--- src/rtl/hotstate_sequencer.sv ---
// Microcode address sequencer: program address register plus subroutine/interrupt
// return stack, with interrupt > return > call > jump > fall-through priority.
module hotstate_sequencer #(
  parameter int                   ADR_WIDTH   = 8,
  parameter int                   STACK_DEPTH = 4,
  parameter logic [ADR_WIDTH-1:0] RESET_ADR   = '0,
  parameter logic [ADR_WIDTH-1:0] INT_VECTOR  = ADR_WIDTH'(1),
  localparam int                  LW          = $clog2(STACK_DEPTH + 1)
) (
  input  logic                 clk,
  input  logic                 rst,
  input  logic                 hold,
  input  logic                 jadr,
  input  logic [ADR_WIDTH-1:0] jump_adr,
  input  logic                 sub_push,
  input  logic                 sub_pop,
  input  logic                 fired,
  input  logic                 clear_err,
  output logic [ADR_WIDTH-1:0] adr,
  output logic [LW-1:0]        stack_level,
  output logic                 stack_empty,
  output logic                 stack_full,
  output logic                 int_pending,
  output logic                 overflow,
  output logic                 underflow
);

  logic [ADR_WIDTH-1:0] adr_q, adr_d, adr_inc, top, push_val;
  logic [LW-1:0]        lvl_q, lvl_d;
  logic                 pend_q, pend_d, ovf_q, ovf_d, unf_q, unf_d;
  logic                 push_req, new_ovf, new_unf, wr_en, empty, full;
  logic [ADR_WIDTH-1:0] stack_q [STACK_DEPTH];

  assign adr_inc = adr_q + ADR_WIDTH'(1);
  assign empty   = (lvl_q == '0);
  assign full    = (lvl_q == LW'(STACK_DEPTH));

  always_comb begin
    top = '0;
    for (int i = 0; i < STACK_DEPTH; i++)
      if (lvl_q == LW'(i + 1)) top = stack_q[i];
  end

  always_comb begin
    adr_d    = adr_q;
    lvl_d    = lvl_q;
    pend_d   = pend_q;
    push_req = 1'b0;
    push_val = adr_inc;
    new_ovf  = 1'b0;
    new_unf  = 1'b0;
    if (hold) begin
      pend_d = pend_q | fired;
    end else if (fired | pend_q) begin
      // Push the interrupted address itself so it re-executes on return.
      push_req = 1'b1;
      push_val = adr_q;
      adr_d    = INT_VECTOR;
      pend_d   = 1'b0;
    end else if (sub_pop) begin
      if (empty) begin
        new_unf = 1'b1;
        adr_d   = adr_inc;
      end else begin
        adr_d = top;
        lvl_d = lvl_q - LW'(1);
      end
    end else if (jadr) begin
      adr_d    = jump_adr;
      push_req = sub_push;
    end else begin
      adr_d = adr_inc;
    end
    if (push_req) begin
      if (full) new_ovf = 1'b1;
      else      lvl_d   = lvl_q + LW'(1);
    end
    wr_en = push_req & ~full;
    ovf_d = (ovf_q & ~clear_err) | new_ovf;
    unf_d = (unf_q & ~clear_err) | new_unf;
  end

  always_ff @(posedge clk) begin
    if (rst) begin
      adr_q  <= RESET_ADR;
      lvl_q  <= '0;
      pend_q <= 1'b0;
      ovf_q  <= 1'b0;
      unf_q  <= 1'b0;
    end else begin
      adr_q  <= adr_d;
      lvl_q  <= lvl_d;
      pend_q <= pend_d;
      ovf_q  <= ovf_d;
      unf_q  <= unf_d;
    end
  end

  // Stack contents need no reset; only the level qualifies them.
  always_ff @(posedge clk) begin
    for (int i = 0; i < STACK_DEPTH; i++)
      if (wr_en && lvl_q == LW'(i)) stack_q[i] <= push_val;
  end

  assign adr         = adr_q;
  assign stack_level = lvl_q;
  assign stack_empty = empty;
  assign stack_full  = full;
  assign int_pending = pend_q;
  assign overflow    = ovf_q;
  assign underflow   = unf_q;

endmodule

--- config.mk ---
export PLATFORM = sky130hd
export DESIGN_NAME = hotstate_sequencer
export DESIGN_NICKNAME = d
export VERILOG_FILES = /design/src/rtl/hotstate_sequencer.sv
export SDC_FILE = /design/constraint.sdc
export NUM_CORES = 1
export LEC_CHECK = 0
export CAP_MARGIN = 20
export CORE_MARGIN = 2
export CORE_UTILIZATION = 35
export CTS_BUF_LIST = sky130_fd_sc_hd__clkbuf_16
export DETAILED_ROUTE_END_ITERATION = 6
export GPL_ROUTABILITY_DRIVEN = 0
export GPL_TIMING_DRIVEN = 0
export PLACE_DENSITY_LB_ADDON = 0.12
export SLEW_MARGIN = 15
export SYNTH_ARGS = -nofsm -noshare
export SYNTH_HDL_FRONTEND = slang
export SYNTH_SLANG_ARGS = --single-unit
--- constraint.sdc ---
create_clock -name clk -period 3.05 [get_ports clk]
set_input_delay 0.305 -clock clk [delete_from_list [all_inputs] [get_ports clk]]
set_output_delay 0.305 -clock clk [all_outputs]
set_load 0.01 [all_outputs]
## Word-level counts from Yosys, hierarchy flattened

Memories as Yosys holds them, arrays and structs flattened.
Index checks and enable logic that the tools add are counted.

- Add/sub/neg operators: 3
- Equal/unequal tests: 4
- Muxes and demuxes: 45
- Bitwise gates (word level): 8
- Reductions and logical operators: 9

Operators with widths:

| kind | number |
|---|---|
| $mux W8 | 13 |
| $reduce_or A8 Y1 | 3 |
| $mux W1 | 23 |
| $mux W3 | 6 |
| $add A8 B1 Y8 const B | 1 |
| $eq A3 B2 Y1 const B | 2 |
| $mux W2 | 3 |
| $logic_and A1 B1 Y1 | 4 |
| $add A3 B1 Y3 const B | 1 |
| $and A1 B1 Y1 | 3 |
| $eq A3 B1 Y1 const B | 1 |
| $eq A3 B3 Y1 const B | 1 |
| $logic_not A3 Y1 | 1 |
| $or A1 B1 Y1 | 3 |
| $sub A3 B1 Y3 const B | 1 |
| $not A1 Y1 | 2 |
| $reduce_bool A2 Y1 | 1 |

- Register bits after elaboration: 14
- Bits in writable memories: 32
- Bits of input ports: 16
- Output and inout port bits: 16
- Word-level logic and storage cells: 75
- Memories: 1

Memory list:

| name | words | width | rd ports | clocked after memory_dff | wr ports | RTL line | RTL |
|---|---|---|---|---|---|---|---|
| stack_q | 4 | 8 | 4 | 0 | 1 | 32 | `logic [ADR_WIDTH-1:0] stack_q [STACK_DEPTH];` |

## Depth between registers and ports, before layout

Gate-level depths: netlist (run 1).

- Depth after elaboration: 12
- Gate-level depth with buffers: 9
- Mapped depth without buffers: 7

## Least setup slack after synthesis (run 1)

Ideal clock, no wire load.

- Path kind: register to register
- Start: register pend_q (netlist: int_pending)
- End: memory stack_q[2][0], enable pin
- Setup time: 0.385 ns
- Arrival time: 1.652 ns
- Required time: 2.665 ns
- Setup slack: 1.013 ns
- Cell stages (with the launch flop): 6
- Path buffers: 2
- Period minus slack after synthesis: 2.037 ns
- Cell sequence: dfxtp_1 > o21ba_4 > buf_6 > a31oi_4 > buf_6 > nor3b_1

- Longest elaborated chain between the ends: 11
- Elaborated cells between the ends (all ways): 25
- Classes of those cells: mux (16); bitwise (2); reduce/logical (7)

RTL lines:

| element | RTL line | RTL |
|---|---|---|
| from (decl) | 30 | `logic pend_q, pend_d, ovf_q, ovf_d, unf_q, unf_d;` |
| from (signal assigned) | 93 | `pend_q <= pend_d;` |
| $or A1 B1 Y1 * | 54 | `end else if (fired \| pend_q) begin` |
| $mux W1 * | 54 |  |
| $mux W1 * | 52 | `if (hold) begin` |
| $and A1 B1 Y1 * | 78 | `wr_en = push_req & ~full;` |
| $logic_and A1 B1 Y1 | 102 | `if (wr_en && lvl_q == LW'(i)) stack_q[i] <= push_val;` |
| $mux W1 | 102 |  |
| $mux W1 (implied by the code) | 102 |  |
| $reduce_or A8 Y1 (no source line) | -- |  |
| $mux W2 (no source line) / $mux W1 (equally long branches) (3 in a row) | -- |  |
| to (decl) | 32 |  |

Mark *: on every way between the ends. The rest lies on a longest branch, timed or not.

## Final worst setup path (run 1)

- Start: register lvl_q[2] (netlist: stack_level[2])
- End: register adr_q[3] (netlist: adr[3])

- Longest elaborated chain between the ends: 8
- Elaborated cells between the ends (all ways): 12
- Classes of those cells: eq/ne (4); mux (7); reduce/logical (1)

RTL lines:

| element | RTL line | RTL |
|---|---|---|
| from (decl) | 29 | `logic [LW-1:0] lvl_q, lvl_d;` |
| from (signal assigned) | 92 | `lvl_q <= lvl_d;` |
| $eq A3 B1 Y1 | 41 | `if (lvl_q == LW'(i + 1)) top = stack_q[i];` |
| $mux W8 (4 in a row) | 41 |  |
| $mux W8 * | 61 | `if (empty) begin` |
| $mux W8 * | 60 | `end else if (sub_pop) begin` |
| $mux W8 * | 54 |  |
| to (signal assigned) | 91 | `adr_q <= adr_d;` |
| to (decl) | 28 | `logic [ADR_WIDTH-1:0] adr_q, adr_d, adr_inc, top, push_val;` |

Marked as above.
A chain may end at the register's enable or synchronous reset.

==> impl_metrics.json, run 1 <==
{
  "maxCapViolations": 0,
  "drive_gt1_share_pct": 11.3,
  "grt_max_degree": 17,
  "ys_ff_latch": 46,
  "synthToLayoutAreaGrowth_pct": 22.8,
  "grt_pass1_wl_um": 9340,
  "die_w_um": 87.0,
  "intPower_w": 0.00131,
  "cpMaxStageDelayCell": "nor4b_2",
  "startpoint_type": "flip-flop",
  "fin_crit_sh_pct": 78.1,
  "rsz0062_at_grt": "false",
  "critical-path-top-delay-family": "buffers and inverters",
  "core_um2": 6720,
  "vias": 1829,
  "hold_class": "in2reg",
  "yosys.area_share.simple_pct": 16.6,
  "pre_cts_ws_ns": 0.501,
  "reg2reg_setup_slack_ns": 0.67,
  "whs_ns": 0.307,
  "netlist_area_um2": 2410,
  "wirelength_um": 5850,
  "cts_buffers": 5,
  "pwr-share-clk_pct": 28.2,
  "h-tree-depth": 2,
  "place_hpwl_um": 4400,
  "die_y_um": 87.0,
  "drc": 0,
  "layout_commonest_cell": "edfxtp_1",
  "grt_overflow": 0,
  "synthArstFlopShare_pct": 0,
  "worst-path-buf-inv": 3,
  "setup_viol": 0,
  "endpoint": "adr[3]$_SDFFE_PP0N_",
  "fmax_ghz": 0.420,
  "initial_core_util_pct": 35.9,
  "synth_adder_area_share_pct": 3.63,
  "outcome": "finished clean",
  "ys_warn_count": 0,
  "fillers": 641,
  "cts_resized": 0,
  "synthCells": 227,
  "setup_ws_ns": 0.667,
  "final_net_count": 287,
  "synth_area_per_cell_um2": 10.6,
  "worst_pin_slew_ns": 0.794,
  "track_usage_pct": 16.6,
  "postRouteAntennaNets": 0,
  "grt_pass1_vias": 1787,
  "synth_fp_nets": 250,
  "p_switching_w": 0.000662,
  "cts_setup_buffers": 0,
  "cp.arrival_ns": 2.62,
  "io_pins": 32,
  "vias_per_cell": 5.30,
  "synth.distinct_cells": 54,
  "ir_drop_mv": 0.265,
  "cts_root_buffer": "clkbuf_16",
  "ys_seq_area_share_pct": 51.4,
  "numClockSinks": 46,
  "power_density_nw_per_um2": 665,
  "drtIter0Drc": 94,
  "end_kind": "flip-flop",
  "ys.flop_type": "edfxtp_1",
  "io_buffer_count": 29,
  "clock_tree.buffer_depth": 2,
  "slew_violations": 0,
  "path_clk_slew_ns": 0.07,
  "worst_clock_skew_ns": 0.00333,
  "synth_edf_count": 32,
  "clkLatencyLatePin_ns": 0.29,
  "sw_frac_of_total_pct": 33.6,
  "synth_xor_area_share_pct": 2.90,
  "power_w": 0.00197,
  "fin_tns_setup_ns": 0,
  "hold_violations": 0,
  "period_minus_slack_ns": 2.38,
  "cp_slowest_stage_delay_ns": 0.49,
  "final_cell_mix": "32 x edfxtp_1, 29 x clkdlybuf4s50_1, 28 x nand2_1",
  "yosys-mux-area-fraction_pct": 0.829,
  "synth_compound_area_share_pct": 20.1,
  "cp_num_cells": 8,
  "synth_top_family_by_area": "compound AO/OA/AOI/OAI gates",
  "drtPass1Iterations": 4,
  "antenna_cells": 0,
  "cts_hold_buf": 0,
  "rr_startpoint": "stack_level[2]$_SDFF_PP0_",
  "p_leak_nw": 1.09,
  "combPwrFrac_pct": 31.7,
  "critPathKind": "reg2reg",
  "maxSlewHeadroom_pct": 46.9,
  "wl_per_cell_um": 16.9,
  "crit_start": "stack_level[2]$_SDFF_PP0_",
  "reg2reg_depth": 8,
  "cts_tree": "yes",
  "final_cell_area_um2": 2960,
  "die-area_um2": 7580,
  "antenna_found_initial": 0,
  "cp.required_ns": 3.29,
  "pwr-share-seq_pct": 40.2,
  "place_area_um2": 2810,
  "path_cells": "buf_2 -> inv_2 -> ha_1 -> clkbuf_1 -> nor4b_2 -> a21oi_1 -> a2111oi_2 -> a21o_1",
  "rr_endpoint": "adr[3]$_SDFFE_PP0N_",
  "rows": 30,
  "worstPathMaxFanout": 10
}
==> sequential cells by signal, indices dropped and copies added (netlist names) <==
register	flops
stack_q	32
underflow	1
stack_level	3
overflow	1
adr	8
int_pending	1
==> synth_stat cells (all sizes together), types with 4 or more instances <==
cell type  number  area (um^2)
buf             6         48.8
inv            12         45.1
ha              7         87.6
a31oi           5         46.3
nand2          28          105
nor2           22         82.6
a21oi          11         58.8
a21o            4         30.0
edfxtp         32          961
a22oi           6         45.0
clkbuf          4         15.0
dfxtp          14          280
xor2            5         43.8
o211ai          4         30.0
nand3           4         25.0
o21ai          15         75.1
==> power groups by stage <==
stage | combinational (W) | sequential, W | clock (W)
floorplan | 0.000396 | 0.000807 | 0
global placement | 0.000624 | 0.000806 | 0
detailed placement | 0.000628 | 0.000807 | 0
CTS | 0.000630 | 0.000793 | 0.000570
global route | 0.000694 | 0.000802 | 0.000588
finish | 0.000625 | 0.000792 | 0.000555
==> routing by layer <==
metal	wire length [um]	GRT usage, %	vias up
met5	0	0	-
met4	57	4.69	0
met3	213	3.32	4
met2	2820	27.6	38
met1	2760	22.0	872
li1	-	-	915
==> worst min-delay path by stage <==
stage	start	endpoint	slack, ns	depth (start not counted)
CTS	hold	adr[0]$_SDFFE_PP0N_	0.31	3
finish	hold	adr[0]$_SDFFE_PP0N_	0.31	3
floorplan	fired	int_pending$_SDFFE_PP0P_	0.46	2
global route	hold	adr[0]$_SDFFE_PP0N_	0.31	3
global placement	overflow$_SDFF_PP0_	overflow$_SDFF_PP0_	0.47	2
detailed placement	overflow$_SDFF_PP0_	overflow$_SDFF_PP0_	0.50	2
==> worst min-delay path, stage by stage <==
cell and delay (ns):
buf_6 0.12, nand2_1 0.06, a211oi_1 0.06
==> stage by stage <==
step / utilization (%) / std cells
floorplan: - / 227
global placement: 41.7 / 336
detailed placement: 41.9 / 337
CTS: 44.1 / 345
global route: 44.1 / 345
finish: 44.1 / 345
==> cells by family (layout without fill, tap and decap cells) <==
| group | Yosys count | count (layout) |
|---|---|---|
| DFF | 46 | 46 |
| adders and majority gates | 7 | 7 |
| and+or+nand+nor | 77 | 77 |
| buffers and inverters | 22 | 60 |
| xor gates and xnor gates | 8 | 8 |
| AOI/OAI and AO/OA | 65 | 65 |
| muxes | 2 | 2 |
==> final cells by class <==
cell class                      count  area (um^2)  share of cell area (%)
Buffer                             10         63.8                    2.15
Clock buffer                        5          125                    4.22
Clock inverter                      3         25.0                   0.844
Inverter                           12         45.0                    1.52
Multi-Input combinational cell    159         1070                    36.0
Sequential cell                    46         1240                    41.9
Tap cell                           80          100                    3.38
Timing Repair Buffer               30          295                    9.96
(Power assumes the default switching activity.)
==> inputs of run 2 (changes only) <==
==> constraint.sdc (replaced) <==
create_clock -name clk -period 2.2 [get_ports clk]
set_input_delay 0.22 -clock clk [delete_from_list [all_inputs] [get_ports clk]]
set_output_delay 0.22 -clock clk [all_outputs]
set_load 0.01 [all_outputs]
==> impl_metrics.json, run 2 (synthesized netlist as in run 1, its figures left out) <==
{
  "rsz0062_at_grt": "true",
  "cts_root_buffer": "clkbuf_16",
  "hold_class": "in2reg",
  "grt_util_met3_pct": 3.32,
  "place_area_um2": 2810,
  "setup_viol": 0,
  "worst_clock_skew_ns": 0.00435,
  "grt_util_met1_pct": 22.0,
  "final_net_count": 286,
  "clock_tree.buffer_depth": 2,
  "grt_util_met2_pct": 27.7,
  "path_cells": "buf_6 -> inv_2 -> ha_1 -> buf_4 -> nor4b_4 -> nand2_1 -> o211ai_1 -> o2111a_1 -> a21o_1",
  "maxSlewHeadroom_pct": 48.0,
  "hold_violations": 0,
  "final_cell_area_um2": 3020,
  "antenna_found_initial": 0,
  "fin_crit_sh_pct": 94.7,
  "top_register": "stack_q",
  "outcome": "finished clean",
  "rows": 30,
  "drtPass1Iterations": 4,
  "fmax_ghz": 0.480,
  "numClockSinks": 46,
  "grt_max_degree": 17,
  "synthToLayoutAreaGrowth_pct": 25.0,
  "cts_buffers": 5,
  "drc": 0,
  "die-area_um2": 7580,
  "grt_pass1_wl_um": 9390,
  "fillers": 639,
  "period_minus_slack_ns": 2.08,
  "cts_setup_buffers": 0,
  "cp.arrival_ns": 2.32,
  "grt_pass1_vias": 1801,
  "track_usage_pct": 16.7,
  "slew_violations": 0,
  "antenna_cells": 0,
  "largest_reg_flops": 32,
  "postRouteAntennaNets": 0,
  "cts_hold_buf": 0,
  "io_pins": 32,
  "maxCapViolations": 0,
  "critPathKind": "reg2reg",
  "place_hpwl_um": 4400,
  "layout_commonest_cell": "edfxtp_1",
  "cp.required_ns": 2.44,
  "drive_gt1_share_pct": 14.8,
  "p_leak_nw": 1.10,
  "ir_drop_mv": 0.371,
  "vias_per_cell": 5.37,
  "end_kind": "flip-flop",
  "fin_util_pct": 44.9,
  "grt-busiest-layer": "met2",
  "clkLatencyLatePin_ns": 0.29,
  "path_clk_slew_ns": 0.07,
  "whs_ns": 0.222,
  "drtIter0Drc": 99,
  "final_cell_mix": "32 x edfxtp_1, 29 x clkdlybuf4s50_1, 27 x nand2_1",
  "initial_core_util_pct": 35.9,
  "wirelength_um": 5880,
  "power_w": 0.00279,
  "vias": 1846,
  "wl_per_cell_um": 17.1,
  "die_y_um": 87.0,
  "cp_slowest_stage_delay_ns": 0.42,
  "die_w_um": 87.0,
  "power_density_nw_per_um2": 926,
  "io_buffer_count": 29,
  "worst_pin_slew_ns": 0.778,
  "cpMaxStageDelayCell": "nor4b_4",
  "startpoint_type": "flip-flop",
  "cts_tree": "yes",
  "worstPathMaxFanout": 10,
  "h-tree-depth": 2,
  "placed_cells": 337,
  "grt_overflow": 0,
  "core_um2": 6720,
  "layout.cells.non_filler": 344
}
run 2: cell types whose count changed in the layout (fill, tap and decap cells not counted), moves of 2 or more:
cell / previous run / this run
clkbuf_1: 4 / 2
dfxtp_1: 14 / 12
dfxtp_2: 0 / 2
nor3b_1: 2 / 0
nor3b_2: 1 / 3
run 2: per-layer routing:
layer	routed length, um	share of wire (%)
met1	2740	47
met2	2850	49
met3	215	3.7
met4	65	1.1
met5	0	0
run 2: final timing paths:
path	start	depth (start not counted)	slack, ns	endpoint
setup / recovery	stack_level[2]$_SDFF_PP0_	9	0.12	adr[4]$_SDFFE_PP0N_
hold / removal	hold	3	0.22	adr[0]$_SDFFE_PP0N_
setup reg to reg	stack_level[2]$_SDFF_PP0_	9	0.12	adr[4]$_SDFFE_PP0N_
hold reg to reg	overflow$_SDFF_PP0_	2	0.50	overflow$_SDFF_PP0_
run 2: power breakdown:
| part | total [W] | leakage (nW) | switching [W] | internal, W |
|---|---|---|---|---|
| sequential | 0.00110 | 0.413 | 0.0000652 | 0.00104 |
| clock | 0.000767 | 0.0704 | 0.000340 | 0.000427 |
| combinational | 0.000923 | 0.619 | 0.000528 | 0.000394 |
run 2: per-stage QoR:
step                TNS [ns]  setup WS [ns]
finish                     0          0.116
global route        -0.00939       -0.00939
CTS                        0         0.0352
detailed placement     -5.17         -0.264
global placement      -12.27         -0.586
floorplan                  0          0.163
run 2: what timing repair did:
item	CTS	global route
pin swaps	1	1
gates resized for setup	5	12
setup endpoints to repair	14	12
run 2: critical path, delay by kind of cell, from the launching register on:
kind | cells | cell delay, ns
buffers and inverters | 3 | 0.47
flip-flops | 1 | 0.38
AO/OA/AOI/OAI | 3 | 0.43
adder cells (fa/ha/maj) | 1 | 0.25
AND/OR/NAND/NOR | 2 | 0.51
run 2: area by class of cell:
class	count	area (um^2)	area share (%)
sequential	46	1240	41.2
multi-input combinational	159	1110	36.9
timing repair buffer	30	295	9.78
clock buffer	5	125	4.15
tap	80	100	3.32
buffer	9	70.1	2.32
inverter	12	45.0	1.49
clock inverter	3	25.0	0.829
==> inputs of run 3 (changes only) <==
--- a/config.mk
+++ b/config.mk
@@ -7,7 +7,7 @@
 export LEC_CHECK = 0
 export CAP_MARGIN = 20
 export CORE_MARGIN = 2
-export CORE_UTILIZATION = 35
+export CORE_UTILIZATION = 30
 export CTS_BUF_LIST = sky130_fd_sc_hd__clkbuf_16
 export DETAILED_ROUTE_END_ITERATION = 6
 export GPL_ROUTABILITY_DRIVEN = 0
==> impl_metrics.json, run 3 (synthesized netlist as in run 1, its figures left out) <==
{
  "outcome": "finished clean",
  "cp_slowest_stage_delay_ns": 0.39,
  "hold_violations": 0,
  "h-tree-depth": 2,
  "grt_max_degree": 17,
  "worst-path-buf-inv": 4,
  "grt_pass1_vias": 1823,
  "period_minus_slack_ns": 2.10,
  "wirelength_um": 6170,
  "p_switching_w": 0.000954,
  "largest_reg_flops": 32,
  "maxSlewHeadroom_pct": 48.3,
  "power_density_nw_per_um2": 925,
  "critical-path-top-delay-family": "buffers and inverters",
  "pwr-share-seq_pct": 39.1,
  "ir_drop_mv": 0.494,
  "fin_crit_sh_pct": 95.3,
  "io_buffer_count": 29,
  "reg2reg_setup_slack_ns": 0.10,
  "fin_tns_setup_ns": 0,
  "setup_ws_ns": 0.103,
  "end_kind": "flip-flop",
  "startpoint_type": "flip-flop",
  "die_y_um": 93.7,
  "initial_core_util_pct": 31.1,
  "setup_viol": 0,
  "slew_violations": 0,
  "combPwrFrac_pct": 33.6,
  "drive_gt1_share_pct": 15.1,
  "cts_root_buffer": "clkbuf_16",
  "cts_buffers": 5,
  "die_w_um": 93.7,
  "critPathKind": "reg2reg",
  "core_um2": 7770,
  "track_usage_pct": 14.4,
  "worstPathMaxFanout": 10,
  "final_net_count": 287,
  "fmax_ghz": 0.477,
  "path_clk_slew_ns": 0.07,
  "clkLatencyLatePin_ns": 0.29,
  "rr_startpoint": "stack_level[2]$_SDFF_PP0_",
  "fillers": 782,
  "top_register": "stack_q",
  "reg2reg_depth": 10,
  "synthToLayoutAreaGrowth_pct": 26.5,
  "numClockSinks": 46,
  "pwr-share-clk_pct": 27.3,
  "layout_commonest_cell": "edfxtp_1",
  "drtIter0Drc": 79,
  "cts_tree": "yes",
  "antenna_cells": 0,
  "grt_pass1_wl_um": 9440,
  "cpMaxStageDelayCell": "dfxtp_2",
  "cp.arrival_ns": 2.33,
  "hold_class": "in2reg",
  "crit_start": "stack_level[2]$_SDFF_PP0_",
  "maxCapViolations": 0,
  "drtPass1Iterations": 4,
  "min_from": "hold",
  "worst_clock_skew_ns": 0.00544,
  "drc": 0,
  "antenna_found_initial": 0,
  "power_w": 0.00282,
  "p_leak_nw": 1.11,
  "pre_cts_ws_ns": -0.246,
  "vias": 1866,
  "cp.required_ns": 2.44,
  "clock_tree.buffer_depth": 2,
  "final_cell_mix": "32 x edfxtp_1, 29 x clkdlybuf4s50_1, 27 x nand2_1",
  "whs_ns": 0.216,
  "intPower_w": 0.00187,
  "postRouteAntennaNets": 0,
  "wl_per_cell_um": 16.8,
  "die-area_um2": 8780,
  "rows": 32,
  "path_cells": "buf_6 -> inv_2 -> ha_1 -> clkbuf_4 -> nor4b_4 -> buf_4 -> nand2_1 -> o211ai_1 -> o2111a_1 -> a21o_1",
  "place_hpwl_um": 4570,
  "worst_pin_slew_ns": 0.772,
  "cp_num_cells": 10,
  "vias_per_cell": 5.08,
  "sw_frac_of_total_pct": 33.8,
  "io_pins": 32,
  "grt_overflow": 0,
  "cts_hold_buf": 0,
  "hold_path_depth": 3
}
-- run 3: cell count changes in the layout (fill, tap and decap cells not counted), sizes merged --
cell / previous run / this run
clkbuf: 7 / 8
-- run 3: final cells by class --
cell class              count  area [um^2]  share of cell area [%]
flip-flops and latches     46         1240                    40.7
inverters                  12         45.0                    1.48
clock inverters             3         25.0                   0.820
clock buffers               5          125                    4.10
plain buffers               9         70.1                    2.30
repair buffers             31          303                    9.92
well taps                 102          128                    4.18
multi-input cells         159         1110                    36.5
-- run 3: metrics by stage --
stage,utilization (%),std cells,area (um^2)
after global placement,36.5,358,2830
after global routing,39.3,367,3050
after floorplan,-,227,2410
after CTS,38.8,367,3010
final,39.3,367,3050
after detailed placement,36.6,359,2840
-- run 3: timing repair --
item,4_1_cts,5_1_grt
resized for setup,6,10
setup buffers,0,1
pin swaps,1,2
setup endpoints to repair,15,20
-- run 3: layer usage --
metal	global-route usage (%)	vias up	share of wire (%)
li1	-	909	-
met1	19.8	915	48
met2	23.6	37	48
met3	2.97	5	4.0
met4	3.26	0	0.75
met5	0	-	0
-- run 3: worst register-to-register path, cell delays in order (launching register included) --
cell and delay, ns:
dfxtp_2 0.39, buf_6 0.18, inv_2 0.09, ha_1 0.25
clkbuf_4 0.22, nor4b_4 0.27, buf_4 0.18, nand2_1 0.06
o211ai_1 0.11, o2111a_1 0.22, a21o_1 0.08
-- run 3: path summary, 6_finish.rpt --
check                         to
min reg2reg  overflow$_SDFF_PP0_
max          adr[4]$_SDFFE_PP0N_
max reg2reg  adr[4]$_SDFFE_PP0N_
min          adr[0]$_SDFFE_PP0N_
-- run 3: power groups by stage --
stage / Clock (W) / Sequential [W] / Combinational, W
CTS: 0.000785 / 0.00110 / 0.000909
floorplan: 0 / 0.00112 / 0.000548
global route: 0.000830 / 0.00111 / 0.00105
detailed placement: 0 / 0.00112 / 0.000882
global placement: 0 / 0.00112 / 0.000875
finish: 0.000771 / 0.00110 / 0.000949
